==> src/rtl/sha3_sponge_ctrl.sv <==
// ============================================================================
// Module  : sha3_sponge_ctrl
// Purpose : SHA-3 sponge sequencer: absorbs rate blocks, runs 24 Keccak-f
//           rounds per block, holds the digest and checks the RC counter sync.
// Rev     : 1.0
// ============================================================================
`default_nettype none

module sha3_sponge_ctrl #(
  parameter int BLOCK_CNT_W = 8
) (
  input  logic                   CLK,
  input  logic                   A_RST,
  input  logic                   BLOCK_VALID,
  input  logic                   BLOCK_LAST,
  output logic                   BLOCK_READY,
  output logic                   RC_CE,
  output logic                   RC_COUNTER_RESET,
  input  logic                   RC_WAIT,
  output logic                   STATE_CLEAR,
  output logic                   ABSORB_EN,
  output logic                   ROUND_EN,
  output logic [4:0]             ROUND_IDX,
  output logic [BLOCK_CNT_W-1:0] MSG_BLOCK_CNT,
  output logic                   DIGEST_VALID,
  input  logic                   DIGEST_READY,
  output logic                   SYNC_ERR
);

  localparam logic [4:0]             C_LAST_ROUND = 5'd23;
  localparam logic [BLOCK_CNT_W-1:0] C_CNT_MAX    = {BLOCK_CNT_W{1'b1}};
  localparam logic [BLOCK_CNT_W-1:0] C_CNT_ONE    = BLOCK_CNT_W'(1);

  typedef enum logic [1:0] {
    S_IDLE    = 2'd0,
    S_ROUNDS  = 2'd1,
    S_SQUEEZE = 2'd2
  } state_t;

  state_t                 r_state;
  state_t                 w_next;
  logic [4:0]             r_round_idx;
  logic [BLOCK_CNT_W-1:0] r_blk_cnt;
  logic                   r_first_block;
  logic                   r_last_flag;
  logic                   r_left_rounds;
  logic                   r_sync_err;

  logic w_in_idle;
  logic w_in_rounds;
  logic w_in_squeeze;
  logic w_accept;
  logic w_last_round;
  logic w_handoff;
  logic w_sync_fault;

  assign w_in_idle    = (r_state == S_IDLE);
  assign w_in_rounds  = (r_state == S_ROUNDS);
  assign w_in_squeeze = (r_state == S_SQUEEZE);

  // Reset gates the accept path so no strobe can fire while A_RST is high.
  assign BLOCK_READY  = w_in_idle & ~r_sync_err;
  assign w_accept     = BLOCK_VALID & BLOCK_READY & ~A_RST;
  assign w_last_round = w_in_rounds & (r_round_idx == C_LAST_ROUND);
  assign w_handoff    = w_in_squeeze & DIGEST_READY;

  assign ABSORB_EN        = w_accept;
  assign RC_COUNTER_RESET = w_accept;
  assign STATE_CLEAR      = w_accept & r_first_block;
  assign ROUND_EN         = w_in_rounds;
  assign RC_CE            = w_accept | w_in_rounds;
  assign ROUND_IDX        = r_round_idx;
  assign MSG_BLOCK_CNT    = r_blk_cnt;
  assign DIGEST_VALID     = w_in_squeeze;
  assign SYNC_ERR         = r_sync_err;

  // Round 0 is the cycle right after the counter restart, so WAIT may still
  // be settling there; from round 1 on it must be low, and high once done.
  assign w_sync_fault = (w_in_rounds & (r_round_idx != 5'd0) & RC_WAIT) |
                        (r_left_rounds & ~RC_WAIT);

  always_comb begin
    w_next = r_state;
    case (r_state)
      S_IDLE: begin
        if (w_accept) begin
          w_next = S_ROUNDS;
        end
      end
      S_ROUNDS: begin
        if (w_last_round) begin
          w_next = r_last_flag ? S_SQUEEZE : S_IDLE;
        end
      end
      S_SQUEEZE: begin
        if (DIGEST_READY) begin
          w_next = S_IDLE;
        end
      end
      default: w_next = S_IDLE;
    endcase
  end

  always_ff @(posedge CLK or posedge A_RST) begin
    if (A_RST) begin
      r_state <= S_IDLE;
    end else begin
      r_state <= w_next;
    end
  end

  always_ff @(posedge CLK or posedge A_RST) begin
    if (A_RST) begin
      r_round_idx   <= 5'd0;
      r_left_rounds <= 1'b0;
      r_sync_err    <= 1'b0;
    end else begin
      if (w_accept || w_last_round) begin
        r_round_idx <= 5'd0;
      end else if (w_in_rounds) begin
        r_round_idx <= r_round_idx + 5'd1;
      end
      r_left_rounds <= w_last_round;
      if (w_sync_fault) begin
        r_sync_err <= 1'b1;
      end
    end
  end

  always_ff @(posedge CLK or posedge A_RST) begin
    if (A_RST) begin
      r_blk_cnt     <= '0;
      r_first_block <= 1'b1;
      r_last_flag   <= 1'b0;
    end else begin
      if (w_accept) begin
        r_first_block <= 1'b0;
        r_last_flag   <= BLOCK_LAST;
        if (r_first_block) begin
          r_blk_cnt <= C_CNT_ONE;
        end else if (r_blk_cnt != C_CNT_MAX) begin
          r_blk_cnt <= r_blk_cnt + C_CNT_ONE;
        end
      end else if (w_handoff) begin
        r_first_block <= 1'b1;
        r_last_flag   <= 1'b0;
      end
    end
  end

endmodule

`default_nettype wire

==> config.mk <==
export PLATFORM = sky130hd
export DESIGN_NAME = sha3_sponge_ctrl
export DESIGN_NICKNAME = d
export VERILOG_FILES = /design/src/rtl/sha3_sponge_ctrl.sv
export SDC_FILE = /design/constraint.sdc
export NUM_CORES = 1
export LEC_CHECK = 0
export BUFFER_PORTS_ARGS = -buffer_cell sky130_fd_sc_hd__buf_2
export CORE_MARGIN = 3
export CORE_UTILIZATION = 55
export DETAILED_ROUTE_END_ITERATION = 16
export GPL_TIMING_DRIVEN = 1
export MAX_ROUTING_LAYER = met4
export PLACE_DENSITY = 0.83
export SKIP_CTS_REPAIR_TIMING = 1
export SLEW_MARGIN = 25
export SYNTH_ARGS = -nofsm -noshare
export SYNTH_HDL_FRONTEND = slang
export SYNTH_SLANG_ARGS = --single-unit
export TNS_END_PERCENT = 100
==> constraint.sdc <==
create_clock -name CLK -period 2.5 [get_ports CLK]
set_clock_uncertainty 0.05 [all_clocks]
set_input_delay 0.5 -clock CLK [delete_from_list [all_inputs] [get_ports CLK]]
set_output_delay 0.5 -clock CLK [all_outputs]
set_load 0.05 [all_outputs]
### Word-level counts from Yosys, hierarchy flattened

Index checks and enable logic that the tools add are counted.

| storage, ports and cells | value |
|---|---|
| register bits after elaboration | 19 |
| output and inout bits | 21 |
| word-level logic and storage cells | 51 |
| input port bits | 6 |

| operators by class | value |
|---|---|
| reductions and logical operators | 8 |
| eq/ne operators | 7 |
| $add $sub $neg | 2 |
| bitwise logic cells | 14 |
| multiplexer cells | 13 |

Operators by type and width:

| cell | number |
|---|---|
| 8-bit 2-to-1 mux | 2 |
| 5-bit 2-to-1 mux | 2 |
| 1-bit AND | 9 |
| 8-bit by 1-bit adder with 8-bit output (second input constant) | 1 |
| 2-bit 2-to-1 mux | 4 |
| 8-bit inequality test (second input constant) | 1 |
| 2-bit case mux with 3 select lines | 1 |
| 2-bit nonzero test | 3 |
| 5-bit by 1-bit adder with 5-bit output (second input constant) | 1 |
| 5-bit == test (second input constant) | 1 |
| 5-bit nonzero test | 1 |
| 1-bit 2-to-1 mux | 4 |
| 2-bit by 1-bit inequality test with 1-bit output (second input constant) | 2 |
| 1-bit inverter | 3 |
| 3-bit AND reduction | 1 |
| 2-bit by 1-bit == test with 1-bit output (second input constant) | 1 |
| 2-bit == test (second input constant) | 1 |
| 2-bit zero test | 1 |
| 2-bit inequality test (second input constant) | 1 |
| 1-bit bitwise OR | 2 |
| 2-bit AND reduction | 1 |
| 1-bit logical OR | 1 |

### Depth between registers and ports, before layout

| logic depth | value |
|---|---|
| depth after elaboration | 6 |
| depth in mapped cells | 5 |
| depth with buffers taken out | 5 |

### Worst setup path after synthesis

Ideal clock, no wire load.

| timing | value |
|---|---|
| path kind | flip-flop to output port |
| from | register r_sync_err, in the netlist SYNC_ERR |
| to | output BLOCK_READY |
| buffers on the path | 0 |
| arrival | 1.720 ns |
| slack | 0.230 ns |
| required time | 1.950 ns |
| cell stages (with the launch flop) | 2 |
| cells stage by stage | dfrtp_1 nor3_1 |

| between the ends | value |
|---|---|
| word-level cells in the longest chain between the ends | 2 |

RTL lines:

| item | RTL line | RTL |
|---|---|---|
| start, declared | 47 | `logic r_sync_err;` |
| start signal, assigned | 116 | `r_sync_err <= 1'b0;` |
| start signal, assigned | 125 | `r_sync_err <= 1'b1;` |
| 1-bit inverter | 62 | `assign BLOCK_READY = w_in_idle & ~r_sync_err;` |
| 1-bit AND | 62 |  |
| end, declared | 16 | `output logic BLOCK_READY,` |

No other way between the ends.

### Final worst setup path

| timing | value |
|---|---|
| from | register r_sync_err, in the netlist SYNC_ERR |
| to | output ABSORB_EN |

| between the ends | value |
|---|---|
| word-level cells in the longest chain between the ends | 4 |

RTL lines:

| item | RTL line | RTL |
|---|---|---|
| 1-bit inverter | 62 |  |
| 1-bit AND | 62 |  |
| 1-bit AND (2 in a row) | 63 | `assign w_accept = BLOCK_VALID & BLOCK_READY & ~A_RST;` |
| end, declared | 21 | `output logic ABSORB_EN,` |

No other way between the ends.

==> flow_summary.toml <==
[worst_setup_path]
ff2ff_setup_slack_ns = 0.80
start_kind = "register"
critical_path_class = "register to output port"
cp_data_required_time_ns = 1.95
endpoint_kind = "output port"
cp_max_fo = 11
critPathLaunch = "SYNC_ERR$_DFFE_PP0P_"
cp_slowest_stage_delay_ns = 0.44
path_cells = "nor3b_4, nand2_2, clkinv_1, buf_2"
worst-path-buf-inv = 2
arrival_ns = 1.73
r2r-start = "MSG_BLOCK_CNT[0]$_DFFE_PP0P_"
crit_family = "buffers and inverters"
critPathSlowestCell = "dfrtp_1"

[synthesis]
ys_ff_latch = 19
syn_area_per_cell_sq_um = 9.65
synth_top_area_cell = "dfrtp_1"
synth_edf_count = 0
syn_nets = 116
synth_area_leaders = "dfrtp_1 44%, o21ai_0 3.9%, ha_1 3.6%"
yosys_warnings = 0
synth_top_area_share = 0.436
synth_common_cells = "18 x dfrtp_1, 9 x nand2_1, 8 x o21ai_0"
syn_area_sq_um = 1030
yosysMostFrequentCell = "dfrtp_1"
ys_seq_area_frac = 0.462
async_flop_share = 1.00
synth_cell_types = 36
syn_inst = 107
synthFlopType = "dfrtp_1"

[layout]
drive_above_1_share = 0.286
nets = 143
syn2layout_area_growth_pct = 15.5
utilization = 0.683
antenna_cells = 0

[cts]
cts_made_buffers = 3
clk_path_buf_depth = 2
cts_num_sinks = 19
cts_max_level = 1
cts_tree = "yes"
clk_transition_reported_paths_ns = 0.11
insertion_delay_ns = 0.30
cts-root-buf = "clkbuf_4"

[routing]
drc = 0
wl_per_cell_um = 13.5
drtIter0Drc = 49
via_count = 919
wirelength_um = 2140
via_per_inst = 5.82
dr.pass1.iters = 4
drtAntennaViolNets = 0

[global_route]
antenna_found_initial = 0
track_usage = 0.197
grt_pass1_vias = 799
grt_pass1_wl_um = 3590
gr-total-overflow = 0
grt_start_max_net_pins = 20

[floorplanning]
die_x_um = 49.3
ios = 27
die-area_sq_um = 2430
core_sq_um = 1750
rows = 15
initial_core_util = 0.591
dieHeight_um = 49.3

[power]
vdd_drop_max_mv = 0.326
p_per_area_nw_per_um2 = 399
power_leakage_nw = 0.620

[timing]
worstMarginPinSlew_ns = 0.700
setup_ws_ns = 0.223
period_share = 0.911
finalHoldViolCount = 0
layout_min_cycle_time_ns = 2.28
fin_tns_setup_ns = 0
finalSetupViolations = 0
slew_headroom = 0.533
drv_slew = 0
rsz0062_at_grt = "false"
fmax_mhz = 439

[hold_path]
hold_class = "input port to async pin"

[placed_design]
dp_hpwl_um = 1530
portBuffers = 26
post-place-ws_ns = 0.387
gp_congestion = 0.818

[run_status]
status = "finished, final reports clean"

[run]
drv_cap = 0
stage by stage:
stage / hold WS [ns] / cell area [sq um] / std cells / power (mW)
after floorplan: 0.388 / 1030 / 107 / 0.319
after CTS: 0.304 / 1190 / 158 / 0.479
after global routing: 0.327 / 1190 / 158 / 0.493
after global placement: 0.396 / 1170 / 154 / 0.325
after detailed placement: 0.403 / 1170 / 154 / 0.326
final: 0.276 / 1190 / 158 / 0.475
final cells by class:
class	count	area, sq um
inverter	8	30.0
timing repair buffer	26	130
tap	25	31.3
sequential	19	477
fill	141	553
multi-input combinational	76	498
clock buffer	4	26.3
layer usage:
layer	share of wire	track usage	vias to the layer above
li1	-	-	438
met1	0.46	0.265	429
met2	0.45	0.288	43
met3	0.071	0.0428	9
met4	0.020	0.0806	0
met5	0	-	-
cell usage in the layout (no fill, tap or decap):
master	n
nand2_1	9
o2bb2ai_1	1
nand2b_1	2
o22a_2	2
nand4b_1	1
clkbuf_1	1
nand3_1	7
o21ai_0	8
dfrtp_1	18
nor2b_1	2
a22o_1	3
clkinv_1	1
mux2i_1	1
ha_1	3
a221o_1	1
nand4_1	2
a21oi_1	6
clkbuf_4	3
nor4b_1	1
nand2_2	2
o21a_1	1
o31a_1	1
nor3b_4	2
o31ai_1	1
nor3_1	4
xor2_1	2
a31oi_1	2
and4_4	1
and3_1	3
inv_1	7
and3_2	1
buf_2	26
o21bai_1	1
dfstp_2	1
nor2_1	6
worst paths after layout:
| kind | endpoint | cells past startpoint |
|---|---|---|
| max | ABSORB_EN | 4 |
| min | r_last_flag$_DFFE_PP0P_ | 2 |
| min in group CLK | r_last_flag$_DFFE_PP0P_ | 3 |
| max in group asynchronous | ROUND_IDX[1]$_DFFE_PP0P_ | 2 |
| max reg2reg | MSG_BLOCK_CNT[2]$_DFFE_PP0P_ | 5 |
| min reg2reg | SYNC_ERR$_DFFE_PP0P_ | 2 |
logic make-up after synthesis:
kind of cell               after synthesis  share of synthesized area
xor gates and xnor gates                 2                     0.0170
AOI/OAI and AO/OA                       27                      0.173
DFF                                     19                      0.462
and+or+nand+nor                         43                      0.246
muxes                                    1                    0.00970
adders and majority gates                3                     0.0364
buffers and inverters                   12                     0.0558
power breakdown:
group	internal, mW	switching, mW
registers	0.307	0.0000000765
logic	0.00377	0.00834
clock network	0.0621	0.0940
registers in the layout, indices dropped and copies added, names as in the netlist:
name	cells
MSG_BLOCK_CNT	8
ROUND_IDX	5
r_state	2
SYNC_ERR	1
r_first_block	1
r_last_flag	1
r_left_rounds	1
No activity file was read; power rests on OpenSTA's default activity.
